File: config.mk
export PLATFORM = sky130hd
export DESIGN_NAME = tcam_search_ctrl
export DESIGN_NICKNAME = d
export VERILOG_FILES = /design/src/rtl/tcam_search_ctrl.sv
export SDC_FILE = /design/constraint.sdc
export NUM_CORES = 1
export LEC_CHECK = 0
export ABC_CLOCK_PERIOD_IN_PS = 2120
export CAP_MARGIN = 30
export CORE_MARGIN = 5
export CORE_UTILIZATION = 24
export CTS_CLUSTER_SIZE = 24
export DETAILED_ROUTE_END_ITERATION = 8
export PLACE_DENSITY = 0.48
export SYNTH_ARGS = -nofsm -noshare
export SYNTH_HDL_FRONTEND = slang
export SYNTH_SLANG_ARGS = --single-unit
File: constraint.sdc
create_clock -name clk -period 2.12 [get_ports clk]
set_input_delay 0.424 -clock clk [delete_from_list [all_inputs] [get_ports clk]]
set_output_delay 0.424 -clock clk [all_outputs]
set_load 0.02 [all_outputs]
File: src/rtl/tcam_search_ctrl.sv
// Array-side controller for a DEPTH x WIDTH reversible TCAM array.
// Writes entries through one-hot word lines and searches by precharging the
// match lines, driving the key, then sampling and priority-encoding the hits.
// It owns the per-entry valid bits, so stale match lines never produce a hit.
module tcam_search_ctrl #(
  parameter int WIDTH  = 8,
  parameter int DEPTH  = 16,
  parameter int AW     = 4,
  parameter int SETTLE = 2
) (
  input  logic             clk,
  input  logic             rst_n,
  input  logic             cmd_valid,
  output logic             cmd_ready,
  input  logic [1:0]       cmd_op,
  input  logic [AW-1:0]    cmd_addr,
  input  logic [WIDTH-1:0] cmd_key,
  output logic             rsp_valid,
  input  logic             rsp_ready,
  output logic             rsp_hit,
  output logic             rsp_multi,
  output logic [AW-1:0]    rsp_index,
  output logic [DEPTH-1:0] arr_wl,
  output logic [WIDTH-1:0] arr_bl,
  output logic [WIDTH-1:0] arr_sl,
  output logic             arr_pre,
  input  logic [DEPTH-1:0] arr_ml
);

  localparam int CW = (SETTLE > 1) ? $clog2(SETTLE) : 1;

  localparam logic [1:0] OP_WRITE  = 2'b00;
  localparam logic [1:0] OP_SEARCH = 2'b01;
  localparam logic [1:0] OP_INVAL  = 2'b10;

  typedef enum logic [2:0] {
    IDLE,
    WRITE,
    PRE,
    SEARCH,
    SAMPLE,
    RESP
  } state_t;

  state_t           state, state_nx;
  logic [CW-1:0]    cnt_q, cnt_nx;
  logic [1:0]       op_q;
  logic [AW-1:0]    addr_q;
  logic [WIDTH-1:0] key_q;
  logic [DEPTH-1:0] valid_q;

  logic [DEPTH-1:0] wl_nx;
  logic [WIDTH-1:0] bl_nx;
  logic [WIDTH-1:0] sl_nx;
  logic             pre_nx;

  logic [DEPTH-1:0] hits;
  logic             hit_c;
  logic             multi_c;
  logic [AW-1:0]    idx_c;
  logic             found;

  assign cmd_ready = (state == IDLE);

  // State and settle-counter registers.
  always_ff @(posedge clk or negedge rst_n) begin
    if (!rst_n) begin
      state <= IDLE;
      cnt_q <= '0;
    end else begin
      state <= state_nx;
      cnt_q <= cnt_nx;
    end
  end

  // Next state plus the next values of the registered array-side lines,
  // so each line is already correct in the first cycle of its state.
  always_comb begin
    state_nx = state;
    cnt_nx   = cnt_q;
    wl_nx    = '0;
    bl_nx    = '0;
    sl_nx    = '0;
    pre_nx   = 1'b0;
    case (state)
      IDLE: begin
        if (cmd_valid) begin
          if (cmd_op == OP_SEARCH) begin
            state_nx = PRE;
            pre_nx   = 1'b1;
          end else begin
            state_nx = WRITE;
            if (cmd_op == OP_WRITE) begin
              wl_nx = {{(DEPTH-1){1'b0}}, 1'b1} << cmd_addr;
              bl_nx = cmd_key;
            end
          end
        end
      end
      WRITE: state_nx = IDLE;
      PRE: begin
        state_nx = SEARCH;
        cnt_nx   = '0;
        sl_nx    = key_q;
      end
      SEARCH: begin
        // Key stays on the search lines through SAMPLE as well.
        sl_nx = key_q;
        if (cnt_q == CW'(SETTLE - 1)) state_nx = SAMPLE;
        else cnt_nx = cnt_q + 1'b1;
      end
      SAMPLE: state_nx = RESP;
      RESP: if (rsp_ready) state_nx = IDLE;
      default: state_nx = IDLE;
    endcase
  end

  // Match evaluation: mask by valid, detect multiple hits, find lowest index.
  always_comb begin
    hits    = arr_ml & valid_q;
    hit_c   = |hits;
    multi_c = |(hits & (hits - 1'b1));
    idx_c   = '0;
    found   = 1'b0;
    for (int unsigned i = 0; i < DEPTH; i++) begin
      if (hits[i] && !found) begin
        idx_c = AW'(i);
        found = 1'b1;
      end
    end
  end

  // Command capture, valid bits, array-side line registers and response.
  always_ff @(posedge clk or negedge rst_n) begin
    if (!rst_n) begin
      op_q      <= '0;
      addr_q    <= '0;
      key_q     <= '0;
      valid_q   <= '0;
      arr_wl    <= '0;
      arr_bl    <= '0;
      arr_sl    <= '0;
      arr_pre   <= 1'b0;
      rsp_valid <= 1'b0;
      rsp_hit   <= 1'b0;
      rsp_multi <= 1'b0;
      rsp_index <= '0;
    end else begin
      arr_wl  <= wl_nx;
      arr_bl  <= bl_nx;
      arr_sl  <= sl_nx;
      arr_pre <= pre_nx;
      if (state == IDLE && cmd_valid) begin
        op_q   <= cmd_op;
        addr_q <= cmd_addr;
        key_q  <= cmd_key;
      end
      if (state == WRITE) begin
        if (op_q == OP_WRITE) valid_q[addr_q] <= 1'b1;
        else if (op_q == OP_INVAL) valid_q[addr_q] <= 1'b0;
      end
      if (state == SAMPLE) begin
        rsp_valid <= 1'b1;
        rsp_hit   <= hit_c;
        rsp_multi <= multi_c;
        rsp_index <= idx_c;
      end else if (state == RESP && rsp_ready) begin
        rsp_valid <= 1'b0;
      end
    end
  end

endmodule

==> metrics.txt <==
Pwr Density 1216 mW/mm²; CP startpoint kind flop; status finished clean; Avg WL per Cell 14.06 µm; largest family of logic cells by synthesized area simple AND/OR/NAND/NOR gates; total power 5.515 mW; first-pass GRT wire length 13.87 mm; cts bufs inserted 9; Synth-to-Final Area Change 41.71%; Post-Synth Adder-Cell Area 0.3127%; clock sink count 74; Max Cap Viol 0; Post-Place Cell Area 0.004252 mm²; Die Y 125.5 µm; CTS tree yes; Post-synth top flop dfrtp_1; Synth Area in Compound Gates 9.930%; Setup Buffers After CTS 0; Rel. slew slack 66.73%; Reg clk slew, reported paths 0.06 ns; Placer Congestion 0.9202; design area 0.004536 mm²; Seq/Total Area, Yosys 57.86%; Final Cycle Share 89.31%; drt drc 0; Worst setup EP type output pin; core region area 0.01314 mm²; vias after detailed routing 2581; DP Wirelength 6.227 mm; site row count 42; Final WS setup 0.2267 ns; die area 0.01575 mm²; gr ovfl total 0; ANT nets after route 0; Root Driver clkbuf_16; Post-Syn Nets 346; Mapped Cells 312; clock insertion delay at the later pin of the skew report 0.33 ns; total track usage 11.14%; H-tree Lvls 3; Fillers 1367; Vias/cell 4.420; worst r2r src state[2]; Synth Area in Simple Gates 24.59%; number of synthesized register bits 74; area occupied by multi-input gates 0.001295 mm²; Placed Cells 569; clock buffer depth 2; critical path class reg -> out; Slew Limit Fails 0; VDD IR max 0.5158 mV; # IOs 75; ant diodes 0; Yosys warning total 0; cell chain of the critical path nor3_2 -> dlygate4sd2_1; Synth Cell Area 0.003201 mm²; RSZ-0062 raised after global routing false; total wire length 8.209 mm; hold_buf cts 0; FF-to-FF path depth 5; post-route setup TNS 0 ns; Setup WS pre-CTS -0.04046 ns; post-synthesis mux area share 5.629%; slowest cell delay on critical path 0.46 ns; overall die width 125.5 µm; Reg area 0.001852 mm²; Final Non-Filler Cells 584; Post-Synth XOR/XNOR Area 0%; cts repair resizes 1; FF-to-FF setup slack 0.24 ns; Highest Clock Rate 528.2 MHz; number of global-route vias before repair 2695; Post-synth EDFFs 0; skew final 0.004560 ns; Final min period 1.893 ns; pin count of the biggest net entering global routing 40; WP buf/inv 1; initial antenna violation count 0; critical path's slowest cell dfrtp_1; Initial DRC Count 272; WP data required 1.70 ns; Fin. Hold Viols 0; Crit path max-delay family flip-flops; asr flop ratio synth 100.0%; Core Util, Final 34.52%; hold_ws 0.06422 ns; fin nets 438; Min-Delay Path Class in -> async; crit path max fanout 8; I/O Buffers 74; Least-Margin Pin Slew 0.4990 ns; Syn Area/Cell 10.26 µm²; Pre-antenna DRT Iters 4; Netlist cell types 40; Initial Util 24.36%; final setup vio count 0; layout cell share with drive strength beyond 1 13.24%; Arrival @ worst endpoint 1.47 ns; leakage power 1.988 nW
-- power by group --
group / total, mW / switching (mW) / internal, mW
combinational: 1.87 / 0.970 / 0.897
clock: 1.46 / 0.560 / 0.901
sequential: 2.19 / 0.376 / 1.81
total: 5.52 / 1.91 / 3.61
-- synth_stat cells (all sizes together), types with 2 or more instances --
cell type / count / area, µm²
a21oi: 11 / 55.05
a22o: 7 / 61.31
a22oi: 4 / 30.03
a31oi: 6 / 37.54
a32o: 2 / 20.02
a41oi: 2 / 17.52
and2: 19 / 118.9
buf: 2 / 8.750
clkbuf: 9 / 33.78
dfrtp: 74 / 1852
inv: 3 / 11.26
mux2: 16 / 180.2
nand2: 72 / 272.8
nand2b: 4 / 25.02
nand3: 10 / 50.05
nand3b: 3 / 22.52
nand4: 5 / 31.28
nor2: 25 / 93.84
nor2b: 8 / 50.05
nor3: 9 / 55.05
o21ai: 6 / 30.03
-- worst reg2reg max path, delay by kind of cell (launching register included) --
kind	cells	cell delay [ns]
and+or+nand+nor	4	0.93
muxes	1	0.36
DFF	1	0.48
-- cell families after synthesis --
kind of cell | after synthesis
AND/OR/NAND/NOR | 161
buffers and inverters | 14
adder cells (fa/ha/maj) | 1
multiplexers | 16
flip-flops | 74
AO/OA/AOI/OAI | 46
-- cell type report --
class / count / area share, %
flip-flops and latches: 74 / 40.83
multi-input cells: 224 / 28.55
repair buffers: 92 / 19.23
clock buffers: 10 / 5.048
well taps: 176 / 4.855
clock inverters: 5 / 1.241
inverters: 3 / 0.2483
-- worst max-delay path by stage --
stage               slack (ns)  cells past startpoint           end       from
finish                    0.23                      2     cmd_ready   state[1]
global route              0.02                      5          flop   state[1]
CTS                       0.18                      5          flop   state[1]
detailed placement       -0.04                      7  rsp_index[0]  arr_ml[6]
global placement          0.01                      7  rsp_index[0]  arr_ml[6]
floorplan                 0.31                      5     arr_wl[0]   state[1]
-- layer usage --
layer	track usage [%]	wire [µm]	up-vias
li1	-	-	1275
met1	14.23	3828	1213
met2	17.21	3722	87
met3	4.989	601	6
met4	2.934	56	0
met5	0	0	-
-- layout by cell type (no fill, tap or decap), types with 2 or more instances in the layout --
| cell type | n |
|---|---|
| a21oi_1 | 11 |
| a22o_1 | 7 |
| a22oi_1 | 4 |
| a31oi_1 | 6 |
| a32o_1 | 2 |
| a41oi_1 | 2 |
| and2_1 | 18 |
| buf_4 | 19 |
| clkbuf_16 | 9 |
| clkdlybuf4s50_1 | 72 |
| clkinv_2 | 2 |
| dfrtp_1 | 74 |
| inv_1 | 3 |
| mux2_2 | 16 |
| nand2_1 | 71 |
| nand2b_1 | 4 |
| nand3_1 | 10 |
| nand3b_1 | 3 |
| nand4_1 | 5 |
| nor2_1 | 25 |
| nor2b_1 | 8 |
| nor3_1 | 7 |
| nor3_2 | 2 |
| o21ai_0 | 6 |
(Power assumes the default switching activity.)
